### src/rtl/morse_req_scheduler.sv
// morse_req_scheduler: round-robin arbiter over ten digit request lines that
// keys out the Morse code of the granted digit on LASER, one character per
// grant, with unit timing derived from the clock frequency.
module morse_req_scheduler #(
  parameter int CLK_SPEED = 16000000,
  parameter int UNIT_HZ   = 10
) (
  input  logic       CLK,
  input  logic       RST,
  input  logic [9:0] REQ,
  output logic       LASER,
  output logic       BUSY,
  output logic [3:0] GRANT_IDX,
  output logic       DONE
);

  localparam int U  = CLK_SPEED / UNIT_HZ;
  localparam int CW = $clog2(3 * U);
  localparam logic [CW-1:0] DOT_LD  = CW'(U - 1);
  localparam logic [CW-1:0] DASH_LD = CW'(3 * U - 1);

  typedef enum logic [1:0] {
    IDLE     = 2'd0,
    MARK     = 2'd1,
    SPACE    = 2'd2,
    CHAR_GAP = 2'd3
  } state_t;

  // Five-symbol pattern for a digit; bit 0 is sent first, 1 = dash.
  function automatic logic [4:0] digit_pattern(input logic [3:0] d);
    logic [4:0] p;
    case (d)
      4'd0:    p = 5'b11111;
      4'd1:    p = 5'b11110;
      4'd2:    p = 5'b11100;
      4'd3:    p = 5'b11000;
      4'd4:    p = 5'b10000;
      4'd5:    p = 5'b00000;
      4'd6:    p = 5'b00001;
      4'd7:    p = 5'b00011;
      4'd8:    p = 5'b00111;
      4'd9:    p = 5'b01111;
      default: p = 5'b00000;
    endcase
    return p;
  endfunction

  // First pending index found walking upward from last+1, wrapping 9 -> 0.
  function automatic logic [3:0] rr_pick(input logic [9:0] pend, input logic [3:0] last);
    logic [3:0] idx;
    logic [3:0] pick;
    logic       found;
    idx   = last;
    pick  = 4'd0;
    found = 1'b0;
    for (int k = 0; k < 10; k++) begin
      if (idx == 4'd9) begin
        idx = 4'd0;
      end else begin
        idx = idx + 4'd1;
      end
      if (!found && pend[idx]) begin
        pick  = idx;
        found = 1'b1;
      end else begin
        pick  = pick;
        found = found;
      end
    end
    return pick;
  endfunction

  logic [9:0]    s1_r, s2_r, s3_r;
  logic [9:0]    rise_s;
  logic [9:0]    pending_r;
  logic [9:0]    clear_s;
  logic [3:0]    winner_s;
  logic [4:0]    pat_next_s;
  logic          grant_s;
  state_t        state_r;
  logic [CW-1:0] cnt_r;
  logic [4:0]    pat_r;
  logic [2:0]    sym_r;
  logic [3:0]    last_grant_r;

  assign rise_s = s2_r & ~s3_r;

  // Two-flop synchronizer plus a delay flop for rising-edge detection.
  always_ff @(posedge CLK) begin
    if (RST) begin
      s1_r <= 10'd0;
      s2_r <= 10'd0;
      s3_r <= 10'd0;
    end else begin
      s1_r <= REQ;
      s2_r <= s1_r;
      s3_r <= s2_r;
    end
  end

  // Grant decision: round-robin winner and the pending bit it clears.
  always_comb begin
    winner_s   = rr_pick(pending_r, last_grant_r);
    pat_next_s = digit_pattern(winner_s);
    grant_s    = (state_r == IDLE) && (pending_r != 10'd0);
    clear_s    = 10'd0;
    if (grant_s) begin
      clear_s = 10'd1 << winner_s;
    end else begin
      clear_s = 10'd0;
    end
  end

  // Pending requests; a coincident rise wins over the grant's clear.
  always_ff @(posedge CLK) begin
    if (RST) begin
      pending_r <= 10'd0;
    end else begin
      pending_r <= (pending_r & ~clear_s) | rise_s;
    end
  end

  // Character sequencer; the pattern is shifted at the end of each mark so
  // that pat_r[0] always holds the symbol the next mark will send.
  always_ff @(posedge CLK) begin
    if (RST) begin
      state_r      <= IDLE;
      LASER        <= 1'b0;
      BUSY         <= 1'b0;
      DONE         <= 1'b0;
      GRANT_IDX    <= 4'd0;
      last_grant_r <= 4'd9;
      cnt_r        <= {CW{1'b0}};
      pat_r        <= 5'd0;
      sym_r        <= 3'd0;
    end else begin
      DONE <= 1'b0;
      case (state_r)
        IDLE: begin
          if (grant_s) begin
            GRANT_IDX    <= winner_s;
            last_grant_r <= winner_s;
            pat_r        <= pat_next_s;
            sym_r        <= 3'd0;
            cnt_r        <= pat_next_s[0] ? DASH_LD : DOT_LD;
            LASER        <= 1'b1;
            BUSY         <= 1'b1;
            state_r      <= MARK;
          end else begin
            state_r <= IDLE;
          end
        end
        MARK: begin
          if (cnt_r == {CW{1'b0}}) begin
            LASER <= 1'b0;
            pat_r <= {1'b0, pat_r[4:1]};
            if (sym_r == 3'd4) begin
              cnt_r   <= DASH_LD;
              state_r <= CHAR_GAP;
            end else begin
              cnt_r   <= DOT_LD;
              state_r <= SPACE;
            end
          end else begin
            cnt_r <= cnt_r - CW'(1);
          end
        end
        SPACE: begin
          if (cnt_r == {CW{1'b0}}) begin
            LASER   <= 1'b1;
            sym_r   <= sym_r + 3'd1;
            cnt_r   <= pat_r[0] ? DASH_LD : DOT_LD;
            state_r <= MARK;
          end else begin
            cnt_r <= cnt_r - CW'(1);
          end
        end
        CHAR_GAP: begin
          if (cnt_r == {CW{1'b0}}) begin
            DONE    <= 1'b1;
            BUSY    <= 1'b0;
            state_r <= IDLE;
          end else begin
            cnt_r <= cnt_r - CW'(1);
          end
        end
        default: begin
          LASER   <= 1'b0;
          BUSY    <= 1'b0;
          state_r <= IDLE;
        end
      endcase
    end
  end

endmodule

### config.mk
export PLATFORM = sky130hd
export DESIGN_NAME = morse_req_scheduler
export DESIGN_NICKNAME = d
export VERILOG_FILES = /design/src/rtl/morse_req_scheduler.sv
export SDC_FILE = /design/constraint.sdc
export NUM_CORES = 1
export LEC_CHECK = 0
export CAP_MARGIN = 5
export CORE_AREA = 2 2 133 135
export DETAILED_ROUTE_END_ITERATION = 8
export DIE_AREA = 0 0 135 137
export PLACE_DENSITY = 0.62
export SLEW_MARGIN = 10
export SYNTH_ARGS = -nofsm -noshare
export SYNTH_HDL_FRONTEND = slang
export SYNTH_SLANG_ARGS = --single-unit
### constraint.sdc
create_clock -name CLK -period 11.81 [get_ports CLK]
set_clock_uncertainty 0.05 [all_clocks]
set_input_delay 3.543 -clock CLK [delete_from_list [all_inputs] [get_ports CLK]]
set_output_delay 3.543 -clock CLK [all_outputs]
set_load 0.05 [all_outputs]
After elaboration in Yosys (flattened, before gate mapping):

Memories as Yosys holds them, arrays and structs flattened.
Cells that the tools add are included.

* bits in registers: 84
* bits in read-only memories: 80
* bits of input ports: 12
* output and inout bits: 7
* logic and storage cells: 172
* memories: 1

Memories
* (name not given): depth 16, bits a word 5, rd ports 1, clocked after memory_dff 0, wr ports 0, line 32 `case (d)`

* $add $sub $neg: 12
* order comparisons: 10
* eq/ne operators: 19
* shifts and indexed selects: 1
* muxes and demuxes: 76
* bitwise gates (word level): 6
* reduce and logical (&&, ||, !) cells: 34

Operators with widths (count)
* two-way mux 23 bit: 7
* one-hot mux 23 bit (4 select lines): 1
* two-way mux 4 bit: 20
* less-than comparator 4 x 5 -> 1 bit, second input constant: 10
* adder 4 x 1 -> 4 bit, second input constant: 10
* binary-select mux 1 bit (select 4 bit): 10
* == test 4 bit, second input constant: 10
* two-way mux 1 bit: 25
* logical NOT 23 bit: 1
* subtractor 23 x 1 -> 23 bit, second input constant: 1
* AND 10 bit: 2
* inverter 10 bit: 2
* AND reduction 3 bit: 4
* logical AND 1 bit: 10
* two-way mux 10 bit: 1
* two-way mux 5 bit: 2
* != test 2 bit, second input constant: 5
* OR 10 bit: 1
* one-hot mux 5 bit (2 select lines): 1
* nonzero test 10 bit: 1
* << shifter 1 x 4 -> 10 bit, first input constant: 1
* logical NOT 1 bit: 9
* one-hot mux 2 bit (4 select lines): 1
* two-way mux 2 bit: 3
* other kinds (15): 20

Depth between registers and ports, before layout:

Gate-level depths: netlist of the first run.

* depth in word-level cells: 37
* gate-level depth with buffers: 38
* mapped depth without buffers: 35

Worst setup path before layout of the first run:

Ideal clock, no wire load.

* kind: register to register
* start: register last_grant_r[0]
* end: register pending_r[4]
* library setup time: 132 ps
* arrival: 8134 ps
* slack: 3494 ps
* stages on the path, launching flop included: 37
* buffers on the path: 6
* cell sequence: dfxtp_1 > buf_4 > buf_2 > buf_1 > nand2b_1 > o21ai_0 > inv_1 > ha_1 > or3b_1 > a2111oi_2 > or2_2 > buf_2 > nor2_1 > ha_1 > a31oi_1 > ha_1 > or2_2 > o2111ai_1 > o311ai_0 > a22oi_1 > o2111a_1 > or2_0 > clkbuf_1 > nor2_1 > ha_1 > a31oi_1 > ha_1 > clkbuf_1 > nor2_1 > a2111oi_1 > o21ai_1 > and4b_1 > nand2_2 > a2bb2oi_4 > mux2_4 > o41ai_1 > a21oi_1

* cells in the longest elaborated chain, start to end: 37
* elaborated cells on any way between the ends: 92
* those cells by class: 10 x add/sub; 10 x eq/ne; 1 x shift; 50 x mux; 3 x bitwise; 18 x reduce/logical

RTL lines
* start: declaration: line 84 `logic [3:0] last_grant_r;`
* start signal: assignment: line 142 `last_grant_r <= winner_s;`
* adder 4 x 1 -> 4 bit or == test 4 bit (tied branches): line 60, 57
* two-way mux 4 bit *: line 57 `if (idx == 4'd9) begin`
* parallel branches: the longest is 29 deep, another holds adder 4 x 1 -> 4 bit
* two-way mux 4 bit *: line 62 `if (!found && pend[idx]) begin`
* << shifter 1 x 4 -> 10 bit *: line 108 `clear_s = 10'd1 << winner_s;`
* two-way mux 10 bit *: line 107 `if (grant_s) begin`
* inverter 10 bit *: line 119 `pending_r <= (pending_r & ~clear_s) | rise_s;`
* AND 10 bit *: line 119
* OR 10 bit *: line 119
* end signal: assignment: line 119
* end: declaration: line 75 `logic [9:0] pending_r;`

Mark *: on every way between the ends. The select of a mux whose other input is x is not followed.
A chain may end at the register's enable or synchronous reset.

Final worst setup path of the first run:

* start: register last_grant_r[3]
* end: register cnt_r[16]

* cells in the longest elaborated chain, start to end: 36
* elaborated cells on any way between the ends: 91
* those cells by class: 10 x add/sub; 10 x eq/ne; 52 x mux; 18 x reduce/logical; 1 x memory

RTL lines
* adder 4 x 1 -> 4 bit or == test 4 bit (tied branches): line 60, 57
* two-way mux 4 bit *: line 57
* parallel branches: the longest is 29 deep, another holds adder 4 x 1 -> 4 bit
* two-way mux 4 bit *: line 62
* memory read (16 x 5 bit) *
* two-way mux 23 bit *: line 145 `cnt_r <= pat_next_s[0] ? DASH_LD : DOT_LD;`
* two-way mux 23 bit *: line 140 `if (grant_s) begin`
* one-hot mux 23 bit (4 select lines) *: line 138 `case (state_r)`
* end signal: assignment: line 133 `cnt_r <= {CW{1'b0}};`
* end signal: assignment: line 145
* end signal: assignment: line 165 `cnt_r <= cnt_r - CW'(1);`
* end: declaration: line 81 `logic [CW-1:0] cnt_r;`

Marks and branches as above.

==> reports/metrics.csv, run 1 <==
stage,metric,value,unit
clock_network,Clock H-tree levels,3,
worst_setup_path,Worst EP required,11.99,ns
finish,Inserted Diodes,0,
finish,share of cells above drive strength 1,10.6,%
finish,final instance area,7300,µm²
finish,Fill cells,1783,
drt,drt first pass iters,5,
clock_network,root buffer cell,clkbuf_16,
drt,# DRC,0,
clock_network,post-CTS setup buffer count,0,
clock_network,clk sinks,82,
placement,Port Buffers,18,
worst_setup_path,stages on the worst setup path,31,
logic_synthesis,syn_nets,883,
placement,HPWL after detailed placement,12900,µm
worst_setup_path,Reg2Reg Depth,31,
drt,DR vias/cell,5.98,
clock_network,CTS Buffer Depth,2,
sta,RSZ-0062 raised after global routing,no,
finish,nets@finish,877,
logic_synthesis,sequential share of the synthesized area,24.6,%
logic_synthesis,ys flop type,dfxtp_1,
die,DIE AREA,18500,µm²
global_route,initial antenna violation count,0,
logic_synthesis,Synth Area in XOR/XNOR,1.84,%
placement,final weighted congestion in routability-driven placement,0.858,
sta,Slew Limit Fails,0,
worst_setup_path,R2R Path Start,last_grant_r[3],
die,Die W,135,µm
finish,Layout area overhead,9.38,%
hold_path,Worst Hold Class,flip-flop to flip-flop,
logic_synthesis,"FFs w/ async S/R, synth",0,%
global_route,total track usage,19.4,%
sta,fin crit share,79.9,%
sta,final setup violation count,0,
worst_setup_path,"Buf+Inv Stages, Crit Path",2,
worst_setup_path,most frequent CP cell,ha_1,
sta,Worst-Margin Slew,1.03,ns
placement,"number of placed instances, taps included",1057,
logic_synthesis,Post-synth EDFFs,0,
finish,Finished Layout Cells,1073,
worst_setup_path,critical path launch point,last_grant_r[3],
clock_network,TritonCTS clock tree,yes,
global_route,pin count of the biggest net entering global routing,80,
worst_setup_path,slowest cell on the critical path,dfxtp_1,
logic_synthesis,simple logic cell fraction of the synthesized area,27.7,%
die,Rows,48,
die,Initial Util,39.1,%
global_route,first-pass GRT wire length,29300,µm
die,io pins,19,
logic_synthesis,multiplexer share of the synthesized area,6.39,%
worst_setup_path,Crit. End Element,flip-flop,
worst_setup_path,crit path DAT,9.62,ns
global_route,Congestion Overflow GR,0,
worst_setup_path,Crit Reg-Reg Endpoint,cnt_r[16],
drt,DR iter-0 viols,485,
worst_setup_path,CP max FO,15,
global_route,vias in the first global route,5823,
worst_setup_path,"delay-heaviest family, CP",compound AO/OA/AOI/OAI gates,
logic_synthesis,Yosys warnings,0,
sta,Setup TNS Final,0,ns
worst_setup_path,CP peak stage delay,0.61,ns
clock_network,Num CTS Buffers,9,
logic_synthesis,Synth cell types,103,
logic_synthesis,Syn Inst Count,849,
worst_setup_path,"reg-to-reg slack, setup",2.38,ns
logic_synthesis,Synth Register Bits,82,
clock_network,hold buffers post-CTS,0,
logic_synthesis,Synth Area in Compound Gates,30.2,%
drt,Routed WL,17700,µm
drt,via count,6419,
die,Die Y,137,µm
drt,drt wl/cell,16.5,µm
placement,"Cell Area, Placed",6980,µm²
sta,final hold violations,0,
worst_setup_path,CP Launch Type,flip-flop,
clock_network,post-CTS sizing,0,
sta,crit path time final,9.43,ns
logic_synthesis,synthesized cell area,6670,µm²
drt,post-route ant nets,0,
sta,Rel. slew slack,31.0,%
die,core area,17100,µm²
run,Max Cap Viol,0,
logic_synthesis,Synth Area in Adders,4.13,%
finish,Multi-input gate area,4690,µm²
worst_setup_path,Crit Path Category,flip-flop to flip-flop,
outcome,outcome,completed,
clock_network,clock latency on the worst-skew pair,0.34,ns
sta,fmax,0.106,GHz
finish,Reg area,1640,µm²
logic_synthesis,largest family of logic cells by synthesized area,compound AO/OA/AOI/OAI gates,
clock_network,"CTS clk-pin slew, worst paths",0.06,ns
worst_setup_path,crit path capture,cnt_r[16],
logic_synthesis,Mean Syn Cell Area,7.86,µm²
-- worst reg2reg max path: cells and delay by family (launching register included) --
kind | cells | cell delay [ns]
compound gates | 12 | 3.36
buf+inv | 2 | 0.22
flops | 1 | 0.61
simple gates | 10 | 2.38
fa+ha+maj | 5 | 2.05
mux | 2 | 0.68
-- sequential cells by signal (all words and copies together) (netlist names), 2 cells and up --
name	flops
s1_r	10
last_grant_r	2
pat_r	5
GRANT_IDX	4
cnt_r	23
sym_r	3
state_r	2
s2_r	10
pending_r	10
s3_r	10
-- worst min-delay path by stage --
stage                  from      end  slack, ns  cells after the start
floorplan           s1_r[0]  s2_r[0]       0.36                      1
global placement    s1_r[5]  s2_r[5]       0.37                      1
detailed placement  s1_r[2]  s2_r[2]       0.37                      1
CTS                 s1_r[2]  s2_r[2]       0.39                      1
global route        s1_r[3]  s2_r[3]       0.40                      1
finish              s1_r[1]  s2_r[1]       0.39                      1
-- layout make-up --
type	count	area share, %
Clock inverter	7	1.27
Timing Repair Buffer	25	3.12
Sequential cell	82	22.5
Multi-Input combinational cell	689	64.3
Inverter	36	1.85
Tap cell	225	3.86
Clock buffer	9	3.09
-- synth_stat cells (all sizes together) (4+ instances only) --
| master | n | area, µm² |
|---|---|---|
| clkbuf | 25 | 93.8 |
| or2 | 15 | 93.8 |
| nand4 | 6 | 37.5 |
| mux2 | 11 | 135 |
| o21a | 7 | 52.6 |
| a2111oi | 4 | 42.5 |
| xor2 | 6 | 52.6 |
| nor2b | 41 | 264 |
| nor2 | 71 | 267 |
| a31oi | 14 | 103 |
| mux2i | 23 | 246 |
| a22o | 4 | 35.0 |
| a211o | 5 | 43.8 |
| nand2b | 20 | 125 |
| a221oi | 9 | 103 |
| a22oi | 11 | 87.6 |
| and3 | 7 | 48.8 |
| or3 | 12 | 85.1 |
| dfxtp | 82 | 1640 |
| o22ai | 5 | 31.3 |
| and2 | 7 | 43.8 |
| xnor2 | 8 | 70.1 |
| nand2 | 67 | 256 |
| nand3 | 19 | 108 |
| a211oi | 7 | 52.6 |
| o2111ai | 6 | 58.8 |
| nor3 | 38 | 225 |
| a21oi | 65 | 333 |
| o32ai | 4 | 53.8 |
| a21boi | 4 | 30.0 |
| o211ai | 16 | 130 |
| buf | 17 | 109 |
| inv | 36 | 135 |
| o31ai | 10 | 75.1 |
| a21o | 4 | 30.0 |
| or4 | 7 | 56.3 |
| ha | 22 | 275 |
| a32o | 6 | 61.3 |
| nor4 | 15 | 106 |
| o21ai | 62 | 314 |
-- routing by layer --
metal,vias to the layer above,track usage [%],part of all wire [%]
met5,-,0,0
met4,0,6.94,2.0
met3,30,2.48,4.7
met2,208,32.0,47
met1,3018,26.1,46
li1,3163,-,-
-- kinds of logic after synthesis --
group,Yosys count
fa+ha+maj,22
compound gates,279
flops,82
mux,36
simple gates,338
xor+xnor,14
buf+inv,78
-- cell usage in the layout, fill, tap and decap left out, drive strengths merged, types with 7 or more instances in the layout --
master / Yosys / layout
a211oi: 7 / 7
a21oi: 65 / 65
a221oi: 9 / 9
a22oi: 11 / 11
a31oi: 14 / 14
and2: 7 / 7
and3: 7 / 7
buf: 17 / 8
clkbuf: 25 / 9
clkdlybuf4s50: 0 / 17
dfxtp: 82 / 82
ha: 22 / 22
inv: 36 / 41
mux2: 11 / 11
mux2i: 23 / 23
nand2: 67 / 67
nand2b: 20 / 20
nand3: 19 / 19
nor2: 71 / 71
nor2b: 41 / 41
nor3: 38 / 38
nor4: 15 / 15
o211ai: 16 / 16
o21a: 7 / 7
o21ai: 62 / 62
o31ai: 10 / 10
or2: 15 / 15
or3: 12 / 12
or4: 7 / 7
xnor2: 8 / 8
-- through the flow --
stage | hold WS [ns] | util, % | setup WS (ns)
final | 0.387 | 42.8 | 2.38
after global routing | 0.404 | 42.8 | 1.73
after CTS | 0.389 | 42.8 | 2.57
after detailed placement | 0.373 | 40.9 | 2.65
after global placement | 0.367 | 40.9 | 2.93
after floorplan | 0.364 | - | 3.49
Power of run 1 is not shown: default switching activity piles up to over one toggle a cycle in this logic, so the estimate is an artifact.
==> run 2: changes to the inputs <==
clock period = 9.84 ns   (was 11.81 ns; I/O delays follow)
==> reports/metrics.csv, run 2 (same netlist as run 1, synthesis figures left out) <==
stage,metric,value,unit,change
outcome,outcome,completed,,
drt,Routed WL,17800,µm,+0.59%
sta,fmax,0.111,GHz,+4.4%
finish,"most common cell after layout, fill and taps aside",dfxtp_1,,
clock_network,Num CTS Buffers,9,,unchanged
worst_setup_path,CP Launch Type,flip-flop,,
worst_setup_path,"reg-to-reg slack, setup",0.80,ns,-1.57 ns
clock_network,clock latency on the worst-skew pair,0.35,ns,about the same
die,DIE AREA,18500,µm²,unchanged
finish,Layout area overhead,9.28,%,about the same
hold_path,hold wc startpoint,s1_r[5],,
drt,drt wl/cell,16.5,µm,+0.50%
die,io pins,19,,unchanged
worst_setup_path,slowest cell on the critical path,or4b_1,,
worst_setup_path,CP max FO,15,,unchanged
global_route,initial antenna violation count,0,,unchanged
worst_setup_path,Reg2Reg Depth,31,,unchanged
worst_setup_path,Crit. End Element,flip-flop,,
worst_setup_path,CP peak stage delay,0.49,ns,-0.12 ns
finish,Largest register FFs,23,,unchanged
finish,Inserted Diodes,0,,unchanged
sta,RSZ-0062 raised after global routing,no,,
hold_path,Worst Hold Class,flip-flop to flip-flop,,
placement,"number of placed instances, taps included",1058,,+0.095%
worst_setup_path,Worst EP required,10.03,ns,-1.96 ns
placement,Port Buffers,18,,unchanged
drt,# DRC,0,,unchanged
clock_network,clk sinks,82,,unchanged
sta,Worst-Margin Slew,0.899,ns,-0.126 ns
worst_setup_path,"Buf+Inv Stages, Crit Path",2,,unchanged
worst_setup_path,crit path DAT,9.22,ns,-0.40 ns
sta,final setup violation count,0,,unchanged
global_route,Congestion Overflow GR,0,,unchanged
worst_setup_path,Crit Reg-Reg Endpoint,cnt_r[16],,
placement,HPWL after detailed placement,12800,µm,-0.31%
clock_network,CTS Buffer Depth,2,,unchanged
clock_network,root buffer cell,clkbuf_16,,
placement,Place WS,0.512,ns,-2.14 ns
die,Rows,48,,unchanged
worst_setup_path,"delay-heaviest family, CP",compound AO/OA/AOI/OAI gates,,
worst_setup_path,stages on the worst setup path,31,,unchanged
placement,final weighted congestion in routability-driven placement,0.868,,+1.1%
clock_network,Clock H-tree levels,3,,unchanged
sta,final hold violations,0,,unchanged
finish,Finished Layout Cells,1074,,+0.093%
clock_network,"CTS clk-pin slew, worst paths",0.06,ns,about the same
die,Initial Util,39.1,%,unchanged
worst_setup_path,crit path capture,cnt_r[16],,
global_route,first-pass GRT wire length,29400,µm,+0.26%
drt,DR iter-0 viols,528,,+8.9%
sta,Setup TNS Final,0,ns,unchanged
worst_setup_path,most frequent CP cell,ha_1,,
die,Die W,135,µm,unchanged
drt,drt first pass iters,5,,unchanged
sta,fin crit share,91.8,%,+12 points
sta,Slew Limit Fails,0,,unchanged
finish,nets@finish,878,,+0.11%
sta,crit path time final,9.04,ns,-0.397 ns
global_route,total track usage,19.5,%,+0.14 points
clock_network,post-CTS setup buffer count,0,,unchanged
finish,most frequent cells in the layout,"78 x dfxtp_1, 71 x nor2_1, 65 x nand2_1",,
worst_setup_path,Crit Path Category,flip-flop to flip-flop,,
global_route,vias in the first global route,5880,,+0.98%
die,core area,17100,µm²,unchanged
clock_network,TritonCTS clock tree,yes,,
drt,DR vias/cell,5.92,,-1.1%
global_route,pin count of the biggest net entering global routing,80,,unchanged
run,Max Cap Viol,0,,unchanged
worst_setup_path,critical path launch point,last_grant_r[3],,
drt,post-route ant nets,0,,unchanged
die,Die Y,137,µm,unchanged
finish,share of cells above drive strength 1,11.3,%,+0.69 points
worst_setup_path,R2R Path Start,last_grant_r[3],,
sta,post-route setup slack,0.802,ns,-1.57 ns
sta,Rel. slew slack,39.9,%,+8.9 points
finish,most flop-heavy register,cnt_r,,
drt,via count,6353,,-1.0%
sta,Hold WS,0.380,ns,-0.00662 ns
run 2: timing repair:
| action | in CTS | in global routing |
|---|---|---|
| endpoints found under the setup margin | 0 | 22 |
| gates resized for setup | 0 | 6 |
| hold buffers | 0 | 0 |
run 2: cell type report:
class                      count  area, µm²
timing repair buffer          26        235
inverter                      36        135
tap                          225        282
clock inverter                 7       67.6
sequential                    82       1650
multi-input combinational    689       4700
clock buffer                   9        225
fill                        1788       9760
run 2: worst min path at each step:
stage / endpoint / slack, ns / cells after the start
4_1_cts: s2_r[5] / 0.38 / 1
5_1_grt: s2_r[3] / 0.40 / 1
2_1_floorplan: s2_r[0] / 0.36 / 1
6_report: s2_r[5] / 0.38 / 1
3_5_place_dp: s2_r[5] / 0.37 / 1
3_3_place_gp: s2_r[5] / 0.37 / 1
run 2: metrics by stage:
stage / utilization, % / cell area [µm²]
3_3_place_gp: 41.0 / 6990
6_report: 42.8 / 7290
5_1_grt: 42.8 / 7290
3_5_place_dp: 41.0 / 6990
4_1_cts: 42.7 / 7280
2_1_floorplan: - / 6670
run 2: metal layers:
metal  share of wire [%]  vias up  global-route usage, %
li1                    -     3184                      -
met1                  47     2940                   26.0
met2                  46      189                   32.9
met3                 4.2       40                   2.22
met4                 2.3        0                   6.89
met5                   0        -                      0
Power of run 2 is left out for the same reason.
